[config.mk]
export PLATFORM = sky130hd
export DESIGN_NAME = glb_port_arbiter
export DESIGN_NICKNAME = d
export VERILOG_FILES = /design/src/rtl/glb_arb_pkg.sv /design/src/rtl/glb_rsp_router.sv /design/src/rtl/glb_port_arbiter.sv
export SDC_FILE = /design/constraint.sdc
export NUM_CORES = 1
export LEC_CHECK = 0
export CORE_AREA = 2 2 158 160
export DETAILED_ROUTE_END_ITERATION = 10
export DIE_AREA = 0 0 160 162
export PLACE_DENSITY = 0.71
export SLEW_MARGIN = 10
export SYNTH_ARGS = -nofsm -noshare
export SYNTH_HDL_FRONTEND = slang
export SYNTH_SLANG_ARGS = --single-unit
[constraint.sdc]
create_clock -name clk -period 2.12 [get_ports clk]
set_input_delay 0.318 -clock clk [delete_from_list [all_inputs] [get_ports clk]]
set_output_delay 0.318 -clock clk [all_outputs]
set_load 0.02 [all_outputs]
[src/rtl/glb_arb_pkg.sv]
// Shared types and constants for the GLB port arbiter slice.
package glb_arb_pkg;

  localparam int GLB_ADDR_W = 32;
  localparam int GLB_DATA_W = 32;
  localparam int GLB_RD_LAT = 1;
  // Tag pipe covers the command stage plus the GLB read latency.
  localparam int unsigned RSP_PIPE_D = GLB_RD_LAT + 1;

  typedef enum logic {REQ_HOST = 1'b0, REQ_CTRL = 1'b1} req_id_e;

  typedef struct packed {
    logic [3:0]            we;
    logic [GLB_ADDR_W-1:0] addr;
    logic [GLB_DATA_W-1:0] wdata;
  } glb_cmd_t;

  typedef struct packed {
    logic    valid;
    req_id_e id;
  } rsp_tag_t;

endpackage

[src/rtl/glb_rsp_router.sv]
// Tracks issued GLB reads through a {valid,id} tag pipe and steers returning
// read data to the requester that issued it.
module glb_rsp_router import glb_arb_pkg::*; #(
  parameter int DATA_W = GLB_DATA_W
) (
  input  logic              clk,
  input  logic              rst_n,
  input  logic              iss_valid,
  input  req_id_e           iss_id,
  input  logic [DATA_W-1:0] glb_r_data,
  output logic              h_rsp_valid,
  output logic [DATA_W-1:0] h_rsp_data,
  output logic              c_rsp_valid,
  output logic [DATA_W-1:0] c_rsp_data
);

  rsp_tag_t pipe_q [RSP_PIPE_D];
  rsp_tag_t tail;

  always_ff @(posedge clk or negedge rst_n) begin
    if (!rst_n) begin
      for (int unsigned i = 0; i < RSP_PIPE_D; i++) pipe_q[i] <= '0;
    end else begin
      pipe_q[0] <= '{valid: iss_valid, id: iss_id};
      for (int unsigned i = 1; i < RSP_PIPE_D; i++) pipe_q[i] <= pipe_q[i-1];
    end
  end

  assign tail = pipe_q[RSP_PIPE_D-1];

  // Data is gated so idle and reset cycles present zero on both response buses.
  always_comb begin
    h_rsp_valid = tail.valid && (tail.id == REQ_HOST);
    c_rsp_valid = tail.valid && (tail.id == REQ_CTRL);
    h_rsp_data  = h_rsp_valid ? glb_r_data : '0;
    c_rsp_data  = c_rsp_valid ? glb_r_data : '0;
  end

endmodule

[src/rtl/glb_port_arbiter.sv]
// Round-robin arbiter sharing the GLB port between host (req 0) and controller (req 1).
// Optional stall counters are built when GLB_ARB_PERF_EN is defined.
module glb_port_arbiter import glb_arb_pkg::*; #(
  parameter int ADDR_W = GLB_ADDR_W,
  parameter int DATA_W = GLB_DATA_W,
  parameter int PERF_W = 32
) (
  input  logic              clk,
  input  logic              rst_n,
  input  logic              ctrl_lock,
  input  logic              h_req_valid,
  output logic              h_req_ready,
  input  logic [3:0]        h_req_we,
  input  logic [ADDR_W-1:0] h_req_addr,
  input  logic [DATA_W-1:0] h_req_wdata,
  output logic              h_rsp_valid,
  output logic [DATA_W-1:0] h_rsp_data,
  input  logic              c_req_valid,
  output logic              c_req_ready,
  input  logic [3:0]        c_req_we,
  input  logic [ADDR_W-1:0] c_req_addr,
  input  logic [DATA_W-1:0] c_req_wdata,
  output logic              c_rsp_valid,
  output logic [DATA_W-1:0] c_rsp_data,
  output logic [3:0]        glb_we,
  output logic [ADDR_W-1:0] glb_w_addr,
  output logic [DATA_W-1:0] glb_w_data,
  output logic              glb_re,
  output logic [ADDR_W-1:0] glb_r_addr,
  input  logic [DATA_W-1:0] glb_r_data,
  input  logic              perf_clr,
  output logic [PERF_W-1:0] perf_stall_h,
  output logic [PERF_W-1:0] perf_stall_c
);

  req_id_e  last_grant;
  req_id_e  acc_id;
  logic     accept;
  logic     acc_rd;
  glb_cmd_t acc_cmd;
  glb_cmd_t wr_q;

  always_comb begin
    h_req_ready = 1'b0;
    c_req_ready = 1'b0;
    if (ctrl_lock) begin
      c_req_ready = c_req_valid;
    end else if (h_req_valid && c_req_valid) begin
      if (last_grant == REQ_CTRL) h_req_ready = 1'b1;
      else                        c_req_ready = 1'b1;
    end else begin
      h_req_ready = h_req_valid;
      c_req_ready = c_req_valid;
    end
  end

  assign accept  = h_req_ready | c_req_ready;
  assign acc_id  = c_req_ready ? REQ_CTRL : REQ_HOST;
  assign acc_cmd = c_req_ready ? '{we: c_req_we, addr: c_req_addr, wdata: c_req_wdata}
                               : '{we: h_req_we, addr: h_req_addr, wdata: h_req_wdata};
  assign acc_rd  = accept && (acc_cmd.we == 4'h0);

  // Write fields hold between commands; only the enables return to zero when idle.
  always_ff @(posedge clk or negedge rst_n) begin
    if (!rst_n) begin
      last_grant <= REQ_CTRL;
      wr_q       <= '0;
      glb_re     <= 1'b0;
      glb_r_addr <= '0;
    end else begin
      wr_q.we <= 4'h0;
      glb_re  <= 1'b0;
      if (accept) begin
        last_grant <= acc_id;
        if (acc_rd) begin
          glb_re     <= 1'b1;
          glb_r_addr <= acc_cmd.addr;
        end else begin
          wr_q <= acc_cmd;
        end
      end
    end
  end

  assign glb_we     = wr_q.we;
  assign glb_w_addr = wr_q.addr;
  assign glb_w_data = wr_q.wdata;

  glb_rsp_router #(
    .DATA_W (DATA_W)
  ) u_rsp_router (
    .clk         (clk),
    .rst_n       (rst_n),
    .iss_valid   (acc_rd),
    .iss_id      (acc_id),
    .glb_r_data  (glb_r_data),
    .h_rsp_valid (h_rsp_valid),
    .h_rsp_data  (h_rsp_data),
    .c_rsp_valid (c_rsp_valid),
    .c_rsp_data  (c_rsp_data)
  );

`ifdef GLB_ARB_PERF_EN
  always_ff @(posedge clk or negedge rst_n) begin
    if (!rst_n) begin
      perf_stall_h <= '0;
      perf_stall_c <= '0;
    end else if (perf_clr) begin
      perf_stall_h <= '0;
      perf_stall_c <= '0;
    end else begin
      if (h_req_valid && !h_req_ready && (perf_stall_h != '1))
        perf_stall_h <= perf_stall_h + PERF_W'(1);
      if (c_req_valid && !c_req_ready && (perf_stall_c != '1))
        perf_stall_c <= perf_stall_c + PERF_W'(1);
    end
  end
`else
  logic unused_perf_clr;
  assign unused_perf_clr = perf_clr;
  assign perf_stall_h    = '0;
  assign perf_stall_c    = '0;
`endif

endmodule

==> results.sh, run 1 <==
export IMPL_hold_path_class="reg2reg"
export IMPL_drt_vias_per_instance=4.072
export IMPL_synth_cell_types=30
export IMPL_setup_slack_ns=0.07397
export IMPL_remaining_drc_errors=0
export IMPL_status="finished, final reports clean"
export IMPL_cts_sinks=105
export IMPL_final_cell_mix="281 x clkdlybuf4s50_1, 104 x dfrtp_1, 95 x mux2_2, 64 x conb_1, 60 x mux2_4"
export IMPL_fp_coreArea_mm2=0.02411
export IMPL_end_kind="output pin"
export IMPL_crit_path_start_kind="flop"
export IMPL_place_inst=1113
export IMPL_cts_root_buffer="clkbuf_16"
export IMPL_cp_arrival_ns=1.73
export IMPL_period_share_pct=96.51
export IMPL_cts_tree="yes"
export IMPL_whs_ns=0.3566
export IMPL_synth_seq_area_share_pct=43.63
export IMPL_diodes=0
export IMPL_cts_setup_buffers=0
export IMPL_drt_pass1_iter_count=4
export IMPL_swShare_pct=32.48
export IMPL_placed_area_mm2=0.009600
export IMPL_worst_slew_pin_slew_ns=0.5273
export IMPL_min_path_cells=0
export IMPL_ir_worst_vdd_uv=446.7
export IMPL_crit_type="reg2out"
export IMPL_fp_dieH_um=162
export IMPL_drive_above_1_share_pct=25.43
export IMPL_fin_nets=975
export IMPL_start_util_pct=24.99
export IMPL_final_hold_viol_count=0
export IMPL_grt_pass1_vias=4847
export IMPL_slew_viol_final=0
export IMPL_cts_path_max_buffers=2
export IMPL_yosysWarningCount=0
export IMPL_p_seq_share_pct=36.8
export IMPL_io_pins=407
export IMPL_ant_nets=0
export IMPL_fmax_ghz=0.4888
export IMPL_grt_use_total_pct=13.67
export IMPL_p_int_mw=4.905
export IMPL_worstPathMaxFanout=33
export IMPL_finalSetupViolCount=0
export IMPL_gr_total_overflow=0
export IMPL_fp_dieW_um=160
export IMPL_grt_pass1_wl_mm=27.52
export IMPL_antenna_found_initial=1
export IMPL_worstRegToRegCells=6
export IMPL_final_cell_area_mm2=0.009901
export IMPL_grt_max_degree=66
export IMPL_wl_per_cell_um=16.13
export IMPL_mostFrequentLayoutCell="clkdlybuf4s50_1"
export IMPL_net_switching_power_mw=2.360
export IMPL_drt_iter0_drc=132
export IMPL_cts_made_buffers=9
export IMPL_routabilityCongestion=0.7791
export IMPL_syn_area_per_cell_um2=13.33
export IMPL_syn_inst=452
export IMPL_syn_cell_area_mm2=0.006025
export IMPL_cts_htree_levels=3
export IMPL_path_clk_slew_ns=0.07
export IMPL_num_rows=57
export IMPL_power_mw=7.265
export IMPL_clk_latency_ns=0.35
export IMPL_relSlewSlack_pct=64.74
export IMPL_final_util_pct=41.07
export IMPL_p_leak_nw=4.825
export IMPL_io_buffer_count=341
export IMPL_finalWirelength_mm=18.23
export IMPL_die_area_mm2=0.02592
export IMPL_cap_violations=0
export IMPL_setup_tns_ns=0
export IMPL_vias=4601
export IMPL_pwr_share_comb_pct=40.6
export IMPL_pre_cts_ws_ns=-0.2054
export IMPL_fin_crit_ns=2.046
export IMPL_fin_skew_ns=0.01038
export IMPL_stdcell_count=1130
export IMPL_required_ns=1.80
export IMPL_dp_hpwl_mm=14.42
export IMPL_area_delta_synth_final_pct=64.34
export IMPL_clkPwrFrac_pct=22.6
export IMPL_grt_setup_unrepaired="false"
export IMPL_synth_seq_cells=105
export IMPL_power_density_mw_per_mm2=733.8
cell type report:
class	count	area (µm²)
clock buffer	10	239.0
clock inverter	6	50.05
fill	2347	14200
inverter	3	11.26
multi-input combinational	316	2877
sequential	105	2629
tap	324	405.4
timing repair buffer	366	3690
state kept, by name, summed over array words and instances (netlist names):
name	flops
last_grant	1
glb_w_addr	32
u_rsp_router.pipe_q	3
glb_r_addr	32
glb_w_data	32
glb_we	4
glb_re	1
worst max-delay path: stages (launching register included):
cell and delay [ns]:
dfrtp_1 0.40, buf_8 0.20, and3_1 0.18, clkdlybuf4s50_1 0.60
final timing paths:
check	startpoint	to	slack (ns)
worst min register to register	u_rsp_router.pipe_q[2]	u_rsp_router.pipe_q[0]	0.36
min in group asynchronous	rst_n	glb_w_addr[18]	0.50
worst max register to register	last_grant	glb_r_addr[6]	0.26
max in group asynchronous	rst_n	glb_re	1.14
worst max-delay path	u_rsp_router.pipe_q[0]	c_rsp_data[5]	0.07
worst min-delay path	u_rsp_router.pipe_q[2]	u_rsp_router.pipe_q[0]	0.36
layer usage:
metal	up-vias	GRT usage (%)	part of all wire, %
met2	244	24.34	50
li1	2120	-	-
met4	2	4.464	2.1
met1	2213	15.37	39
met5	-	0	0.071
met3	22	4.699	8.8
synthesized netlist by cell type:
cell,number,area share (%)
nand2_1,8,0.50
nand2b_1,1,0.10
buf_6,6,1.1
clkbuf_1,9,0.56
nand2_4,1,0.19
a211oi_1,1,0.12
mux2_2,95,18
clkbuf_2,1,0.083
o21bai_4,1,0.31
conb_1,1,0.062
dfstp_2,1,0.44
a21oi_1,6,0.50
o21ai_1,1,0.083
buf_12,7,2.3
nor4_4,1,0.35
mux2_1,5,0.93
inv_2,1,0.062
inv_1,2,0.12
dfrtp_1,104,43
nand3_1,1,0.083
nor4_2,1,0.21
buf_4,64,8.0
mux2_4,60,15
buf_2,4,0.33
nand3b_4,1,0.33
and2_1,33,3.4
nor2b_1,2,0.21
and3_1,32,3.3
o21ai_4,1,0.27
nor2_1,1,0.062
logic make-up (layout without fill, tap and decap cells):
logic type      after synthesis  after routing  share of synthesized area (%)
compound gates               10             10                          1.288
buf+inv                      94            385                          12.59
flops                       105            105                          43.63
other cells                   1             64                        0.06225
mux                         160            160                          33.64
simple gates                 82             82                          8.785
power by group through the flow:
stage | Combinational, mW | Clock, mW | Sequential [mW]
global placement | 2.97 | 0 | 2.68
floorplan | 1.06 | 0 | 3.20
global route | 3.12 | 1.80 | 2.73
finish | 2.95 | 1.64 | 2.67
detailed placement | 2.99 | 0 | 2.69
CTS | 2.99 | 1.71 | 2.67
what timing repair did:
| action | in CTS | in global routing |
|---|---|---|
| pin swaps | 0 | 0 |
| hold endpoints to repair | 49 | 0 |
| hold buffers | 1 | 0 |
| gates resized for setup | 43 | 19 |
| setup endpoints to repair | 66 | 23 |
(Power assumes the default switching activity.)
==> run 2, diff against run 1 <==
--- a/config.mk
+++ b/config.mk
@@ -8,7 +8,8 @@
 export CORE_AREA = 2 2 158 160
 export DETAILED_ROUTE_END_ITERATION = 10
 export DIE_AREA = 0 0 160 162
-export PLACE_DENSITY = 0.71
+export DONT_BUFFER_PORTS = 1
+export PLACE_DENSITY = 0.49
 export SLEW_MARGIN = 10
 export SYNTH_ARGS = -nofsm -noshare
 export SYNTH_HDL_FRONTEND = slang
==> run 2 against run 1 <==
  * The flow now finishes with violations (negative hold slack)
  * Hold slack got worse by 0.70 ns
  * Register-to-register slack worse by 0.03 ns
  * Final area decreased by 36%
  * Critical path depth is 2 higher
  * Global-route usage down 2.9 points
  * Sequential share of layout area is 15 points higher
  * Fmax up 8.0%
  * Count of clock-buffer cells in the layout stayed put
  * Power is 17% lower
  * Final cell count shrank 31%
  * Routed wire length is 17% lower
==> results.sh, run 2 (same netlist as run 1, synthesis figures left out) <==
export IMPL_status="finished with violations"
export IMPL_failed_checks="negative hold slack"
export IMPL_pre_cts_ws_ns=0.1950
export IMPL_ant_nets=0
export IMPL_final_util_pct=26.32
export IMPL_worst_slew_pin_slew_ns=0.5833
export IMPL_die_area_mm2=0.02592
export IMPL_path_depth=5
export IMPL_setup_tns_ns=0
export IMPL_p_leak_nw=2.935
export IMPL_critical_path_buf_inv_count=1
export IMPL_grt_pass1_wl_mm=21.30
export IMPL_end_kind="flop"
export IMPL_num_rows=57
export IMPL_cts_tree="yes"
export IMPL_crit_top_cell="mux2_2"
export IMPL_worstPathMaxFanout=61
export IMPL_required_ns=2.36
export IMPL_mostFrequentLayoutCell="dfrtp_1"
export IMPL_whs_ns=-0.3442
export IMPL_crit_path_start_kind="flop"
export IMPL_cp_arrival_ns=2.13
export IMPL_ir_worst_vdd_uv=359.0
export IMPL_final_cell_mix="104 x dfrtp_1, 95 x mux2_2, 64 x conb_1, 60 x mux2_4, 33 x and2_1"
export IMPL_power_density_mw_per_mm2=947.4
export IMPL_vias=3297
export IMPL_drt_vias_per_instance=4.254
export IMPL_fp_coreArea_mm2=0.02411
export IMPL_drive_above_1_share_pct=42.13
export IMPL_drt_iter0_drc=80
export IMPL_finalWirelength_mm=15.10
export IMPL_wl_per_cell_um=19.49
export IMPL_grt_setup_unrepaired="false"
export IMPL_crit_path_max_incr_delay_ns=0.56
export IMPL_relSlewSlack_pct=61.11
export IMPL_grt_pass1_vias=3547
export IMPL_setup_slack_ns=0.2262
export IMPL_grt_use_total_pct=10.81
export IMPL_fp_dieH_um=162
export IMPL_fmax_ghz=0.5280
export IMPL_io_pins=407
export IMPL_cts_path_max_buffers=2
export IMPL_finalSetupViolCount=0
export IMPL_cap_violations=0
export IMPL_period_share_pct=89.33
export IMPL_path_clk_slew_ns=0.08
export IMPL_io_buffer_count=0
export IMPL_placed_area_mm2=0.006055
export IMPL_antenna_found_initial=0
export IMPL_gr_total_overflow=0
export IMPL_cts_sinks=105
export IMPL_fin_nets=620
export IMPL_cts_made_buffers=9
export IMPL_dp_hpwl_mm=11.47
export IMPL_final_cell_area_mm2=0.006345
export IMPL_clk_latency_ns=0.35
export IMPL_diodes=0
export IMPL_cts_resized=0
export IMPL_grt_max_degree=106
export IMPL_slew_viol_final=0
export IMPL_crit_slowest_cell="dfstp_2"
export IMPL_routabilityCongestion=0.7794
export IMPL_cts_root_buffer="clkbuf_16"
export IMPL_fin_crit_ns=1.894
export IMPL_start_util_pct=24.99
export IMPL_cts_htree_levels=3
export IMPL_worstRegToRegCells=5
export IMPL_drt_pass1_iter_count=4
export IMPL_crit_type="reg2reg"
export IMPL_hold_path_class="in2async"
export IMPL_fp_dieW_um=160
export IMPL_remaining_drc_errors=0
export IMPL_critical_path_top_delay_family="multiplexers"
export IMPL_area_delta_synth_final_pct=5.317
export IMPL_cts_setup_buffers=0
export IMPL_fin_skew_ns=0.01164
export IMPL_crit_chain="nand3b_4 > nand2_4 > buf_12 > mux2_2 > mux2_2"
export IMPL_final_hold_viol_count=105
## run 2: changes by cell type in the layout (fill, tap and decap cells not counted), sizes merged
| cell | delta |
|---|---|
| clkdlybuf4s50 | -281 |
| dlygate4sd2 | -42 |
| dlymetal6s2s | -17 |
| buf | -14 |
| clkinv | -1 |
| dlygate4sd3 | -1 |
| inv | +1 |
## run 2: metrics by stage
step / power, mW / cells
2_1_floorplan: 4.269 / 515
3_3_place_gp: 4.369 / 759
3_5_place_dp: 4.402 / 759
4_1_cts: 6.120 / 775
5_1_grt: 6.327 / 775
6_report: 6.011 / 775
## run 2: layout make-up
| type | count | area (µm²) |
|---|---|---|
| clock buffer | 10 | 229.0 |
| clock inverter | 6 | 61.31 |
| fill | 2500 | 17760 |
| inverter | 3 | 11.26 |
| multi-input combinational | 316 | 2877 |
| sequential | 105 | 2629 |
| tap | 324 | 405.4 |
| timing repair buffer | 11 | 132.6 |
## run 2: layer usage
metal	wire [µm]	track usage, %	up-vias
met4	257	3.481	0
met3	1441	3.984	14
met1	5048	10.52	1646
li1	-	-	1408
met5	0	0	-
met2	8354	21.09	229
## run 2: final timing paths
| kind | startpoint | to | slack [ns] |
|---|---|---|---|
| max in group asynchronous | rst_n | last_grant | 2.23 |
| setup / recovery | last_grant | glb_r_addr[12] | 0.23 |
| hold / removal | rst_n | glb_r_addr[5] | -0.34 |
| min in group clk | c_req_valid | last_grant | 0.07 |
| hold reg to reg | u_rsp_router.pipe_q[2] | u_rsp_router.pipe_q[0] | 0.37 |
| setup reg to reg | last_grant | glb_r_addr[12] | 0.23 |
## run 2: power breakdown
group / switching [mW] / internal [mW] / total (mW)
combinational: 0.433 / 0.610 / 1.04
clock: 0.831 / 0.829 / 1.66
sequential: 0.884 / 2.43 / 3.31
total: 2.15 / 3.86 / 6.01
==> run 3, diff against run 2 <==
--- a/config.mk
+++ b/config.mk
@@ -6,6 +6,7 @@
 export NUM_CORES = 1
 export LEC_CHECK = 0
 export CORE_AREA = 2 2 158 160
+export CTS_CLUSTER_SIZE = 24
 export DETAILED_ROUTE_END_ITERATION = 10
 export DIE_AREA = 0 0 160 162
 export DONT_BUFFER_PORTS = 1
==> results of run 3 <==
Final layout, timing and power as in run 2 (identical DEF).
